$ cat src/rtl/pcie_rst_seq_pkg.sv
// pcie_rst_seq_pkg: shared types and constants for the PCIe reset sequencer.
// Holds the FSM state encoding (also visible in STATUS), the CSR offsets and
// the CTRL bit positions, plus the per-state reset mask.
package pcie_rst_seq_pkg;

   typedef enum logic [2:0] {
      HOLD   = 3'd0,
      WAIT_A = 3'd1,
      WAIT_B = 3'd2,
      WAIT_C = 3'd3,
      DONE   = 3'd4
   } seq_state_t;

   localparam logic [4:0] CTRL_OFS   = 5'd0;
   localparam logic [4:0] DELAY_OFS  = 5'd1;
   localparam logic [4:0] STATUS_OFS = 5'd2;

   localparam int CTRL_SW_LSB      = 0;
   localparam int CTRL_SW_MSB      = 2;
   localparam int CTRL_RESTART_BIT = 3;
   localparam int CTRL_BUSY_BIT    = 7;

   localparam int STATUS_PG_DROP_BIT = 4;

   // Ports still held by the sequencer in a given state (bit 0 = A).
   function automatic logic [2:0] seq_mask(seq_state_t s);
      case (s)
         HOLD, WAIT_A: return 3'b111;
         WAIT_B:       return 3'b110;
         WAIT_C:       return 3'b100;
         DONE:         return 3'b000;
         default:      return 3'b111;
      endcase
   endfunction

endpackage

$ cat src/rtl/pcie_rst_seq_tick_downcnt.sv
// tick_downcnt: 8-bit loadable down-counter advanced by a tick enable.
// Priority is clr, then load, then a decrement on ce. The count stops at
// zero instead of wrapping, so zero stays asserted until the next load.
module tick_downcnt (
   input  logic       clk,
   input  logic       rst_n,
   input  logic       ce,
   input  logic       load,
   input  logic       clr,
   input  logic [7:0] load_val,
   output logic       zero
);

   logic [7:0] count;

   // Count register: clear, reload, or decrement once per tick while nonzero.
   always_ff @(posedge clk) begin
      // NOTE: sequential state uses non-blocking assignments so every flop
      // samples pre-edge values regardless of block evaluation order.
      if (!rst_n)
         count <= 8'd0;
      else if (clr)
         count <= 8'd0;
      else if (load)
         count <= load_val;
      else if (ce && (count != 8'd0))
         count <= count - 8'd1;
   end

   assign zero = (count == 8'd0);

endmodule

$ cat src/rtl/pcie_rst_seq.sv
// pcie_rst_seq: releases PCIe resets A, B, C in turn after power-good,
// spaced by DELAY+1 ce ticks, with software hold and restart via CSRs.
// Optional feature macro: PCIE_RST_SEQ_STATUS_EN adds the STATUS register
// (FSM state and a sticky pg_drop flag) at BASE_ADDR+2.
module pcie_rst_seq
   import pcie_rst_seq_pkg::*;
#(
   parameter logic [4:0] BASE_ADDR     = 5'h0,
   parameter logic [7:0] DEFAULT_DELAY = 8'd32
) (
   input  logic       clk,
   input  logic       rst_n,
   input  logic       ce,
   input  logic [4:0] csr_a,
   input  logic [7:0] csr_di,
   input  logic       csr_we,
   output logic [7:0] csr_do,
   input  logic       pwr_good,
   output logic [2:0] pcie_rst
);

   localparam logic [4:0] CTRL_ADDR  = BASE_ADDR + CTRL_OFS;
   localparam logic [4:0] DELAY_ADDR = BASE_ADDR + DELAY_OFS;

   seq_state_t state;
   logic [2:0] sw_assert;
   logic [2:0] sw_assert_nxt;
   logic [7:0] delay_q;
   logic       restart_pend;
   logic       sel_ctrl;
   logic       sel_delay;
   logic       wr_ctrl;
   logic       wr_delay;
   logic       restart_wr;
   logic       busy;
   logic       cnt_load;
   logic       cnt_clr;
   logic       cnt_zero;
   logic       unused_csr_di;

   assign sel_ctrl   = (csr_a == CTRL_ADDR);
   assign sel_delay  = (csr_a == DELAY_ADDR);
   assign wr_ctrl    = csr_we && sel_ctrl;
   assign wr_delay   = csr_we && sel_delay;
   assign restart_wr = wr_ctrl && csr_di[CTRL_RESTART_BIT];

   assign sw_assert_nxt = wr_ctrl ? csr_di[CTRL_SW_MSB:CTRL_SW_LSB] : sw_assert;
   assign busy          = (state == WAIT_A) || (state == WAIT_B) || (state == WAIT_C);

   assign unused_csr_di = &{1'b0, csr_di[7:4]};

   // Counter loads DELAY on every entry into a WAIT state and is cleared
   // whenever the sequence is forced back to HOLD.
   assign cnt_clr  = !pwr_good || restart_wr;
   assign cnt_load = !cnt_clr &&
                     (((state == HOLD) && !restart_pend) ||
                      (ce && cnt_zero && ((state == WAIT_A) || (state == WAIT_B))));

   tick_downcnt u_cnt (
      .clk      (clk),
      .rst_n    (rst_n),
      .ce       (ce),
      .load     (cnt_load),
      .clr      (cnt_clr),
      .load_val (delay_q),
      .zero     (cnt_zero)
   );

   // CSR storage: software hold bits and the release delay.
   always_ff @(posedge clk) begin
      if (!rst_n) begin
         sw_assert <= 3'b000;
         delay_q   <= DEFAULT_DELAY;
      end else begin
         sw_assert <= sw_assert_nxt;
         if (wr_delay)
            delay_q <= csr_di;
      end
   end

   // Sequencer FSM; pcie_rst is registered from the next state's mask so the
   // output lines come straight from flops.
   always_ff @(posedge clk) begin
      if (!rst_n) begin
         state        <= HOLD;
         restart_pend <= 1'b0;
         pcie_rst     <= 3'b111;
      end else begin
         pcie_rst <= seq_mask(state) | sw_assert_nxt;

         if (restart_wr)
            restart_pend <= 1'b1;
         else if (ce)
            restart_pend <= 1'b0;

         if (!pwr_good || restart_wr) begin
            state    <= HOLD;
            pcie_rst <= 3'b111;
         end else begin
            case (state)
               HOLD:
                  if (!restart_pend)
                     state <= WAIT_A;
               WAIT_A:
                  if (ce && cnt_zero) begin
                     state    <= WAIT_B;
                     pcie_rst <= seq_mask(WAIT_B) | sw_assert_nxt;
                  end
               WAIT_B:
                  if (ce && cnt_zero) begin
                     state    <= WAIT_C;
                     pcie_rst <= seq_mask(WAIT_C) | sw_assert_nxt;
                  end
               WAIT_C:
                  if (ce && cnt_zero) begin
                     state    <= DONE;
                     pcie_rst <= seq_mask(DONE) | sw_assert_nxt;
                  end
               DONE: ;
               default: begin
                  state    <= HOLD;
                  pcie_rst <= 3'b111;
               end
            endcase
         end
      end
   end

`ifdef PCIE_RST_SEQ_STATUS_EN
   localparam logic [4:0] STATUS_ADDR = BASE_ADDR + STATUS_OFS;

   logic sel_status;
   logic pg_drop;

   assign sel_status = (csr_a == STATUS_ADDR);

   // Sticky power-good drop flag; a new drop wins over a clear in the same cycle.
   always_ff @(posedge clk) begin
      if (!rst_n)
         pg_drop <= 1'b0;
      else if (!pwr_good && (state != HOLD))
         pg_drop <= 1'b1;
      else if (csr_we && sel_status && csr_di[STATUS_PG_DROP_BIT])
         pg_drop <= 1'b0;
   end
`endif

   // Read mux; returns zero when no register of this block is addressed.
   always_comb begin
      // NOTE: default assignment first so no path leaves csr_do unassigned
      // and no latch is inferred.
      csr_do = 8'h00;
      if (sel_ctrl) begin
         csr_do[CTRL_BUSY_BIT]           = busy;
         csr_do[CTRL_SW_MSB:CTRL_SW_LSB] = sw_assert;
      end else if (sel_delay) begin
         csr_do = delay_q;
      end
`ifdef PCIE_RST_SEQ_STATUS_EN
      else if (sel_status) begin
         csr_do[STATUS_PG_DROP_BIT] = pg_drop;
         csr_do[2:0]                = state;
      end
`endif
   end

endmodule

$ cat config.mk
export PLATFORM = sky130hd
export DESIGN_NAME = pcie_rst_seq
export DESIGN_NICKNAME = d
export VERILOG_FILES = /design/src/rtl/pcie_rst_seq_pkg.sv /design/src/rtl/pcie_rst_seq_tick_downcnt.sv /design/src/rtl/pcie_rst_seq.sv
export SDC_FILE = /design/constraint.sdc
export NUM_CORES = 1
export LEC_CHECK = 0
export BUFFER_PORTS_ARGS = -buffer_cell sky130_fd_sc_hd__buf_2
export CAP_MARGIN = 20
export CORE_MARGIN = 5
export CORE_UTILIZATION = 54
export DETAILED_ROUTE_END_ITERATION = 16
export PLACE_DENSITY = 0.82
export SYNTH_ARGS = -nofsm -noshare
export SYNTH_HDL_FRONTEND = slang
export SYNTH_SLANG_ARGS = --single-unit
$ cat constraint.sdc
create_clock -name clk -period 2.09 [get_ports clk]
set_input_delay 0.1045 -clock clk [delete_from_list [all_inputs] [get_ports clk]]
set_output_delay 0.1045 -clock clk [all_outputs]
set_load 0.01 [all_outputs]
Yosys cells after proc, flatten, opt, wreduce, memory -nomap -nowiden
Cells that the tools add are included.

$add $sub $neg: 1. Equality and inequality tests: 9. Mux-type cells: 20. Bitwise logic cells: 3. Reductions and logical operators: 24.

Operator list (count): 2-to-1 mux 3 bit (10); 2-to-1 mux 8 bit (3); one-hot mux 3 bit (5 select lines) (1); one-hot mux 3 bit (4 select lines) (1); one-hot mux 3 bit (3 select lines) (1); logical AND 1 bit (8); zero test 8 bit (1); nonzero test 8 bit (1); subtractor 8 x 1 -> 8 bit, second input constant (1); equality test 3 x 2 -> 1 bit, second input constant (2); != test 2 bit, second input constant (3); equality test 5 x 1 -> 1 bit, second input constant (1); zero test 5 bit (1); AND reduction 5 bit (1); logical OR 1 bit (4); 2-to-1 mux 4 bit (1); nonzero test 2 bit (2); OR reduction 2 bit (2); equality test 3 x 1 -> 1 bit, second input constant (1); equality test 3 bit, second input constant (1); zero test 1 bit (3); zero test 3 bit (1); 2-to-1 mux 1 bit (3); bitwise OR 3 bit (1); other kinds (2) (3).

Bits in registers: 26. Output and inout bits: 11.

Logic depth before layout (Yosys ltp)
Depth in word-level cells: 7. Gate-level depth with buffers: 6. Gate-level depth less buffers: 6.

Modules after synthesis
From an unflattened synthesis, not the netlist that was laid out.

Cells, all modules: 165. Area total of the unflattened synthesis: 1430.1 µm².

By module, submodules not included: pcie_rst_seq (instances 1, cells each 104, area each 919.6 µm²); tick_downcnt (instances 1, cells each 61, area each 510.5 µm²).

Least setup slack after synthesis
Ideal clock, no wire load.

Path kind: flip-flop to flip-flop. Start point: reg u_cnt.count[0]. End point: reg u_cnt.count[3]. Library setup time: 0.144 ns. Arrival time: 1.419 ns. Data required time: 1.946 ns. Setup slack: 0.527 ns. Stages on the path, launching flop included: 7. Period minus slack after synthesis: 1.563 ns. Cell sequence: dfxtp_1 inv_1 ha_1 and4bb_2 and4b_1 nor2_2 a311oi_2.

Cells in the longest elaborated chain, start to end: 6. Elaborated cells between the ends (all ways): 11. Classes of those cells: add/sub (1); mux (2); reduce/logical (8).

Ends and longest elaborated chain: start, declared (line pcie_rst_seq_tick_downcnt.sv:14) `logic [7:0] count;`; start signal, assigned (line pcie_rst_seq_tick_downcnt.sv:25) `count <= load_val;`; start signal, assigned (line pcie_rst_seq_tick_downcnt.sv:27) `count <= count - 8'd1;`; parallel branches: the longest is 6 deep, another holds subtractor 8 x 1 -> 8 bit.

Parallel ways; which one is timed is not known. The select of a mux whose other input is x is not followed. A chain may end at the register's enable or synchronous reset.

Worst setup path after layout
Same ends and word-level chain as after synthesis.

==> impl_results.md <==
- Layout Utilization: between 60% and 70%
- Slew Viols, Final: 0
- Routed wire per std cell: about 16 µm
- Reg area: around 520 µm²
- RR Startpoint: u_cnt.count[0]
- Final period util: 83.61%
- Total CTS buffers: 3
- Layout area overhead: 14.22%
- Most frequent cells in the layout: 28 x buf_2, 26 x dfxtp_1, 16 x mux2i_1
- Mapped Area: 1460 µm²
- Starting DRC count in detailed routing: 61
- Drt first pass iters: 4
- Area occupied by multi-input gates: 893.4 µm²
- Setup WS post-layout: roughly 0.34 ns
- Cell Area, Placed: between 1500 and 2000 µm²
- Critical path fanouts, max: 7
- # diodes: 0
- Reg2reg end: u_cnt.count[3]
- Fmax achieved: 572.3 MHz
- Worst skew pair latency: roughly 0.32 ns
- Die W: 62 µm
- CTS tree: built
- Commonest non-fill, non-tap cell in the layout: buf_2
- Unique cell type count in the Yosys netlist: 49
- Post-DP HPWL: 2595 µm
- Most used DFF post-synth: dfxtp_1
- Port bufs: 28
- Cells after synthesis: 156
- Wire length on met1: 1407 µm
- Crit-path max cell delay: 0.36 ns
- Top Metal Used: met4
- Largest net degree at the start of global routing: 15
- Hold path cells: 3
- Final std cell area, no fill: 1668 µm²
- Avg Inst Size Synth: a little over 9 µm²
- Total GRT Usage: 19.67%
- Post-synth EDFFs: 0
- Clk root buf: clkbuf_4
- Vias in the first global route: approximately 1300
- Post_cts resized: 0
- Wirelength, routed: 3338 µm
- Crit path time final: ~1.7 ns
- CP cell instances: inv_1 > ha_1 > and4bb_2 > and4b_1 > nor2_2 > a311oi_2
- Post-CTS setup buffer count: 0
- Fill cells: 202
- Worst vdd ir: 541.3 µV
- Skew final: 0.009874 ns
- DRC: 0
- Critical hold path startpoint: csr_di[7]
- Kind of critical path: reg2reg
- CTS sink cnt: 26
- Routed Antenna Nets: 0
- R2R depth: 6
- Crit-path leading delay family: simple AND/OR/NAND/NOR gates
- Layout cells sized above 1: between 20 and 30%
- CP Buf/Inv Count: 1
- Number of max-cap violations: 0
- Routability cong.: 0.8094
- TNS Setup: 0 ns
- DR WL met2: 1659 µm
- CP required: around 2.3 ns
- Final setup viols: 0
- R2r setup slk: 0.34 ns
- Sequential fraction of the synthesis area: 35.65%
- Static leakage: 0.7175 nW
- RSZ-0062 raised after global routing: no
- Cell Rows: 18
- Clk buf depth: 2
- Core box area: 2522 µm²
- Die Area: between 3000 and 4000 µm²
- Final net count: ~210
- I/O pin cnt: 29
- Min-Delay Endpoint: delay_q[7]
- Total power: 937.7 µW
- Post-synthesis register bit count: 26
- Reg clk slew, reported paths: 0.14 ns
- Initial antenna violation count: 0
- Post-DR vias/cell: around 6
- H-tree depth: 1
- Outcome: completed
- DR vias: 1276
- DR WL met3: 168 µm
- Ys async rst share: 0%
- Pwr per Cell Area: 562.2 nW/µm²
- Final hold violations: 0
- Min-delay worst type: in2reg
- Worst setup EP type: flip-flop
- Starting Density: 57.89%
- First-pass GRT wire length: 5568 µm
- Max_slew headroom: 57.66%
- Dpl ws: roughly 0.37 ns
- Die H: approximately 62 µm
- Synth warn: 0
- Worst Path Arrival: 1.95 ns
- Max stage delay cell, worst path: dfxtp_1
- Slew @ Worst Pin: 0.6293 ns
- Synthesized net count: 176
- Worst setup SP type: flip-flop
- Grt ovf: 0
where the power goes:
group | internal, mW | leakage [nW] | switching (mW)
Combinational | 0.0745 | 0.486 | 0.0931
Clock | 0.107 | 0.0210 | 0.144
Sequential | 0.505 | 0.211 | 0.0143
flip-flops by register name, indices dropped and copies added (netlist names):
name	flops
restart_pend	1
sw_assert	3
pcie_rst	3
u_cnt.count	8
delay_q	8
state	3
per-layer routing:
layer | global-route usage, % | up-vias
li1 | - | 632
met1 | 23.30 | 588
met2 | 32.54 | 45
met3 | 4.132 | 11
met4 | 11.52 | 0
met5 | 0 | -
worst reg2reg max path, cell delays in order, from the launching register on:
cell and delay, ns:
dfxtp_1 0.36, inv_1 0.09, ha_1 0.21, and4bb_2 0.28
and4b_1 0.23, nor2_2 0.30, a311oi_2 0.15
metrics by stage:
| stage | std cells | hold slack (ns) |
|---|---|---|
| floorplan | 156 | 0.2296 |
| global placement | 209 | 0.3205 |
| detailed placement | 209 | 0.3298 |
| CTS | 214 | 0.03444 |
| global route | 214 | 0.03241 |
| finish | 214 | 0.03747 |
timing repair:
item	4_1_cts	5_1_grt
endpoints found under the hold margin	1	0
endpoints found under the setup margin	0	0
hold buffers	1	0
synthesized netlist by cell type, types with 2 or more instances:
cell / n / area (µm²)
mux2i_1: 16 / 160.2
o21ai_0: 5 / 25.02
dfxtp_1: 26 / 520.5
nor3_1: 2 / 10.01
nand3_1: 4 / 20.02
inv_1: 4 / 15.01
nand2_1: 6 / 22.52
xor2_1: 2 / 17.52
a211oi_2: 5 / 62.56
and3_1: 5 / 31.28
nor2_1: 10 / 37.54
a21oi_1: 15 / 75.07
xnor2_1: 2 / 17.52
clkbuf_1: 4 / 15.01
nor4_2: 3 / 37.54
a31oi_1: 2 / 12.51
ha_1: 2 / 25.02
nor2b_1: 12 / 75.07
worst max-delay path by stage:
stage | from | end | slack [ns] | depth (start not counted)
floorplan | u_cnt.count[0] | u_cnt.count[3] | 0.53 | 6
global placement | u_cnt.count[0] | u_cnt.count[4] | 0.44 | 6
detailed placement | u_cnt.count[0] | u_cnt.count[3] | 0.37 | 6
CTS | u_cnt.count[0] | u_cnt.count[3] | 0.35 | 6
global route | u_cnt.count[0] | u_cnt.count[4] | 0.21 | 6
finish | u_cnt.count[0] | u_cnt.count[3] | 0.34 | 6
layout make-up:
class / count / area share, %
multi-input cells: 119 / 53.56
flip-flops and latches: 26 / 31.21
inverters: 4 / 0.9002
well taps: 30 / 2.251
repair buffers: 31 / 9.902
clock buffers: 4 / 2.176
cells by family after synthesis:
family / after synthesis / share of synthesized area (%)
adders and majority gates: 2 / 1.714
buffers and inverters: 11 / 3.170
xor gates and xnor gates: 4 / 2.400
DFF: 26 / 35.65
and+or+nand+nor: 60 / 27.59
muxes: 16 / 10.97
AOI/OAI and AO/OA: 37 / 18.51
No activity file was read; power rests on OpenSTA's default activity.
